<file path="src/rtl/pc_fetch_ctrl.sv">
// pc_fetch_ctrl: program counter / fetch sequencer.
// IDLE -> RUN -> DONE under Start/Halt. In RUN it retires one instruction
// per non-stalled cycle. Next PC comes from a plain increment, a branch or
// call target (Jump), or a return address.
// Optional feature macro: CALL_STACK_EN adds a STACK_DEPTH-entry return
// stack and the sticky StackErr flag. Without it, Call is a plain jump,
// Ret is a plain increment, and StackErr is tied low.
module pc_fetch_ctrl #(
    parameter int PC_W        = 12,
    parameter int START_ADDR  = 0,
    parameter int CNT_W       = 16,
    parameter int STACK_DEPTH = 4
) (
    input  logic             Clk,
    input  logic             Reset,
    input  logic             Start,
    input  logic             Halt,
    input  logic             Stall,
    input  logic             BranchEn,
    input  logic             Taken,
    input  logic [PC_W-1:0]  Jump,
    input  logic             Call,
    input  logic             Ret,
    output logic [PC_W-1:0]  ProgCtr,
    output logic             Running,
    output logic             Done,
    output logic [CNT_W-1:0] InstrCnt,
    output logic             StackErr
);

    typedef enum logic [1:0] {S_IDLE, S_RUN, S_DONE} state_e;

    if (STACK_DEPTH < 1) begin : g_bad_depth
        $error("STACK_DEPTH must be at least 1");
    end

    state_e           state_q, state_d;
    logic [PC_W-1:0]  pc_q, pc_d;
    logic [CNT_W-1:0] cnt_q, cnt_d;
    logic             running_q, running_d;
    logic             done_q, done_d;
    logic [PC_W-1:0]  pc_inc;
    logic [CNT_W-1:0] cnt_sat;

`ifdef CALL_STACK_EN
    localparam int SP_W  = $clog2(STACK_DEPTH + 1);
    localparam int IDX_W = (STACK_DEPTH > 1) ? $clog2(STACK_DEPTH) : 1;

    logic [STACK_DEPTH-1:0][PC_W-1:0] stack_q, stack_d;
    logic [SP_W-1:0]                  sp_q, sp_d;
    logic [SP_W-1:0]                  sp_m1;
    logic                             err_q, err_d;

    assign sp_m1    = sp_q - SP_W'(1);
    assign StackErr = err_q;
`else
    assign StackErr = 1'b0;
`endif

    assign pc_inc  = pc_q + 1'b1;
    // Retired count sticks at all-ones instead of wrapping.
    assign cnt_sat = (&cnt_q) ? cnt_q : cnt_q + 1'b1;

    // Next-state, next-PC and counter selection; one RUN action per cycle.
    always_comb begin
        state_d = state_q;
        pc_d    = pc_q;
        cnt_d   = cnt_q;
`ifdef CALL_STACK_EN
        sp_d    = sp_q;
        stack_d = stack_q;
        err_d   = err_q;
`endif
        case (state_q)
            S_RUN: begin
                if (!Stall) begin
                    cnt_d = cnt_sat;
                    if (Halt) begin
                        state_d = S_DONE;
                    end else if (Ret) begin
`ifdef CALL_STACK_EN
                        if (sp_q == '0) begin
                            err_d = 1'b1;
                            pc_d  = pc_inc;
                        end else begin
                            pc_d = stack_q[sp_m1[IDX_W-1:0]];
                            sp_d = sp_m1;
                        end
`else
                        pc_d = pc_inc;
`endif
                    end else if (Call) begin
`ifdef CALL_STACK_EN
                        // A full stack drops the push but the call still jumps.
                        if (sp_q == SP_W'(STACK_DEPTH)) begin
                            err_d = 1'b1;
                        end else begin
                            stack_d[sp_q[IDX_W-1:0]] = pc_inc;
                            sp_d = sp_q + SP_W'(1);
                        end
`endif
                        pc_d = Jump;
                    end else if (BranchEn && Taken) begin
                        pc_d = Jump;
                    end else begin
                        pc_d = pc_inc;
                    end
                end
            end
            default: begin
                // IDLE and DONE both wait for Start and reload the same way.
                if (Start) begin
                    state_d = S_RUN;
                    pc_d    = PC_W'(START_ADDR);
                    cnt_d   = '0;
`ifdef CALL_STACK_EN
                    sp_d    = '0;
                    err_d   = 1'b0;
`endif
                end
            end
        endcase
        running_d = (state_d == S_RUN);
        done_d    = (state_d == S_DONE);
    end

    // State and output registers; synchronous reset dominates all inputs.
    always_ff @(posedge Clk) begin
        if (Reset) begin
            state_q   <= S_IDLE;
            pc_q      <= PC_W'(START_ADDR);
            cnt_q     <= '0;
            running_q <= 1'b0;
            done_q    <= 1'b0;
`ifdef CALL_STACK_EN
            sp_q      <= '0;
            stack_q   <= '0;
            err_q     <= 1'b0;
`endif
        end else begin
            state_q   <= state_d;
            pc_q      <= pc_d;
            cnt_q     <= cnt_d;
            running_q <= running_d;
            done_q    <= done_d;
`ifdef CALL_STACK_EN
            sp_q      <= sp_d;
            stack_q   <= stack_d;
            err_q     <= err_d;
`endif
        end
    end

    assign ProgCtr  = pc_q;
    assign Running  = running_q;
    assign Done     = done_q;
    assign InstrCnt = cnt_q;

endmodule

</file>
<file path="config.mk">
export PLATFORM = sky130hd
export DESIGN_NAME = pc_fetch_ctrl
export DESIGN_NICKNAME = d
export VERILOG_FILES = /design/src/rtl/pc_fetch_ctrl.sv
export SDC_FILE = /design/constraint.sdc
export NUM_CORES = 1
export LEC_CHECK = 0
export CORE_MARGIN = 4
export CORE_UTILIZATION = 50
export DETAILED_ROUTE_END_ITERATION = 12
export PLACE_DENSITY = 0.88
export SLEW_MARGIN = 0
export SYNTH_ARGS = -nofsm -noshare
export SYNTH_HDL_FRONTEND = slang
export SYNTH_SLANG_ARGS = --single-unit
</file>
<file path="constraint.sdc">
create_clock -name Clk -period 2.8 [get_ports Clk]
set_input_delay 0.56 -clock Clk [delete_from_list [all_inputs] [get_ports Clk]]
set_output_delay 0.56 -clock Clk [all_outputs]
set_load 0.01 [all_outputs]
</file>
* Yosys cells after proc, flatten, opt, wreduce, memory -nomap -nowiden
Index checks and enable logic that the tools add are counted. Widths: inputs -> output; s select.
Word-level totals: register bits after elaboration 32, logic and storage cells 33
Cells by class: $add $sub $neg 2, eq/ne operators 6, muxes and demuxes 15, reduce and logical (&&, ||, !) cells 5
Operators with widths (count):
- $mux 12 | 7
- $mux 16 | 4
- $add 16x1->16 const B | 1
- $reduce_and 16->1 | 1
- $add 12x1->12 const B | 1
- $mux 2 | 4
- $ne 2x2->1 const B | 3
- $reduce_and 3->1 | 2
- $eq 2x1->1 const B | 2
- $eq 2x2->1 const B | 1
- $reduce_bool 2->1 | 1
- $logic_and 1x1->1 | 1

* Longest topological paths before layout
depth in word-level cells 7, gate-level depth with buffers 6, gate-level depth less buffers 6

* Least setup slack after synthesis
No wires, ideal clock.
kind register to register, from reg cnt_q[6], in the netlist InstrCnt[6], to reg cnt_q[13], in the netlist InstrCnt[13], library setup time 0.071 ns, data arrival time 1.817 ns, required time 2.729 ns, path slack 0.912 ns, cell stages (with the launch flop) 7, buffers on the path 1, cell sequence dfxtp_1 -> and4_1 -> and2_1 -> buf_6 -> or4b_4 -> or3_1 -> a21oi_1
Between the ends: word-level cells in the longest chain between the ends 4, elaborated cells on any way between the ends 7
Ends and longest elaborated chain:
- start: declaration | line 39 | logic [CNT_W-1:0] cnt_q, cnt_d;
- start signal: assignment | line 143 | cnt_q <= cnt_d;
- $add 16x1->16 | line 62 | assign cnt_sat = (&cnt_q) ? cnt_q : cnt_q + 1'b1;
- $mux 16 | line 62
- $mux 16 | line 76 | if (!Stall) begin
- $mux 16 | line 74 | case (state_q)
Parallel ways exist; a longest one is shown, timed or not. The select of a mux whose other input is x is not followed. A chain may end at the register's enable or synchronous reset.

* Worst setup path after layout
from in Stall, to reg cnt_q[13], in the netlist InstrCnt[13]
Between the ends: word-level cells in the longest chain between the ends 2
Ends and longest elaborated chain:
- start: declaration | line 18 | input logic Stall,
- $ne 2x2->1 (no line)
- $reduce_and 3->1 (no line)
Every way passes these cells.

==> results.ini <==
[status]
status = complete, no violations

[floorplan]
coreArea_um2 = 3340
chipHeight_um = 66.7
row_count = 21
dieArea_um2 = 4450
chipWidth_um = 66.7
io_pins = 52
start_util_pct = 51.6

[logic_synthesis]
ys_top_cells_by_count = dfxtp_1 (32), nor2_1 (29), nand2_1 (21)
async_flop_share_pct = 0
synthTopCellsByArea = dfxtp_1 (37%), nor2_1 (6.3%), nand2_1 (4.6%)
synth_top_cell_by_area = dfxtp_1
yosysSeqAreaShare_pct = 37.2
yosys_warnings = 0
yosysTopAreaCellShare_pct = 37.2
synth.cell_area_um2 = 1720
yosysMostFrequentCell = dfxtp_1
synth_edf_count = 0
syn_nets = 235
synth_ff_type = dfxtp_1
synth_cell_types = 52
ys_seq_elements = 32
syn_inst = 212
syn_area_per_cell_um2 = 8.12

[layout]
drive_gt1_share_pct = 8.58
finish.instance_area_um2 = 2360
ff_latch_area_um2 = 641
synthToLayoutAreaGrowth_pct = 37.0
multi_input_area_um2 = 1030
fin_nets = 290
final_cells = 314
fillers = 269
n_antenna_cell = 0

[global_routing]
grt_pass1_wl_um = 7120
grtUsageMet3_pct = 7.08
grt_pass1_vias = 1691
grt-ovfl-total = 0
busiest_layer = met2
grt_max_degree = 15
met1_usage_pct = 24.0
grt_antenna_before_repair = 0
grtUsageTotal_pct = 20.9
met2_usage_pct = 34.3

[cts]
cts.htree.levels = 2
postCtsHoldBufs = 0
clk_pin_slew_worst_paths_ns = 0.11
clock_sinks = 32
cts_tree = built
clock_path_buffers = 2
cts.repair.resized = 0
worstSkewPairLatency_ns = 0.34
cts_made_buffers = 5
postCtsSetupBuffers = 0
root_buffer = clkbuf_4

[critical_path]
start_kind = primary input
cp-end-kind = flip-flop
crit_type = in2reg
cp_slowest_stage_delay_ns = 0.59
arrival_ns = 2.42
slowest_stage = or4b_4
required_ns = 3.07
crit_chain = clkdlybuf4s50_1 > nand3b_1 > o21ai_0 > or4b_4 > or3_1 > a21oi_1
critical_path.top_delay_family = simple AND/OR/NAND/NOR gates
rrSetupSlack_ns = 0.68
worstPathMaxFanout = 5
crit_buf_inv = 1

[drt]
finalWirelength_um = 4250
ant_nets = 0
remaining_drc_errors = 0
drt_iter0_markers = 157
viasPerCell = 5.69
dr.pass1.iters = 4
vias = 1788
wl_per_cell_um = 13.5

[power_and_ir_drop]
p_leak_nw = 0.771
power_mw = 0.938
irDropWorstVdd_uv = 370
power.density_nw_per_um2 = 398

[worst_hold_path]
holdCritPathClass = reg2reg

[flow_run]
maxCapViolations = 0

[place]
dpl.hpwl_um = 3190
placed_cells = 306
io_buffers = 50
place.gp.congestion = 0.845
post_dp_cell_area_um2 = 2280
dp_slack_ns = 0.319

[timing]
min_period_over_period_pct = 76.8
fin_ws_ns = 0.650
slew_headroom_pct = 56.1
worst_pin_slew_ns = 0.653
hold_viol_final = 0
rsz0062_at_grt = no
max_freq_mhz = 465
period_minus_slack_ns = 2.15
skew_ns = 0.0122
setup_viol = 0
drv_slew = 0
tns_ns = 0

[report_power, final]
group          switching [mW]  internal, mW  total, mW
logic                  0.0533        0.0586      0.112
registers             0.00799         0.461      0.469
clock network           0.171         0.186      0.357
[cell usage in the layout, fill, tap and decap left out, drive strengths merged, types with 4 or more instances in the layout]
cell type      count
inv                4
dfxtp             32
nand2             21
o21ai             14
a22oi              5
nor3               6
buf                5
clkbuf             5
nor2              29
clkdlybuf4s50     50
nor2b              5
xnor2              9
a21oi             13
nand3             12
[state kept, by name, indices dropped and copies added, names as in the netlist]
| name | cells |
|---|---|
| state_q | 2 |
| Running | 1 |
| ProgCtr | 12 |
| InstrCnt | 16 |
| Done | 1 |
[tightest hold or removal path: stages (launching register included)]
cell	delay (ns)
dfxtp_1	0.36
o41ai_1	0.08
a21oi_1	0.06
[layer usage]
metal  routed length (µm)  share of wire, %  vias to the layer above
met5                    0                 0                        -
met2                 1990                47                       63
met1                 1830                43                      828
met4                   96               2.3                        0
met3                  336               7.9                       10
li1                     -                 -                      887
[path summary, 6_finish.rpt]
| kind | end | from | depth (start not counted) |
|---|---|---|---|
| worst max-delay path | InstrCnt[13] | Stall | 6 |
| worst max register to register | InstrCnt[13] | InstrCnt[6] | 5 |
| worst min-delay path | InstrCnt[10] | InstrCnt[10] | 2 |
| worst min register to register | InstrCnt[10] | InstrCnt[10] | 2 |
[per-stage QoR]
step                      util, %  hold slack [ns]
after floorplan                 -            0.510
after global placement       68.3            0.496
after detailed placement     68.3            0.508
after CTS                    70.7            0.529
after global routing         70.7            0.551
final                        70.7            0.534
[final cells by class]
class                   instances  area share [%]
clock inverters                 3            1.80
well taps                      46            2.44
repair buffers                 55            22.8
inverters                       4           0.637
multi-input cells             169            43.6
flip-flops and latches         32            27.2
clock buffers                   5            1.59
[cells by family (layout without fill, tap and decap cells)]
family / after synthesis / in the layout / synth area share [%]
compound gates: 57 / 57 / 21.8
xor+xnor: 11 / 11 / 5.60
fa+ha+maj: 2 / 2 / 1.45
buf+inv: 11 / 67 / 3.12
flops: 32 / 32 / 37.2
mux: 4 / 4 / 2.54
other cells: 1 / 1 / 0.218
simple gates: 94 / 94 / 28.1
Note: power is estimated with default switching activity, not from simulation.
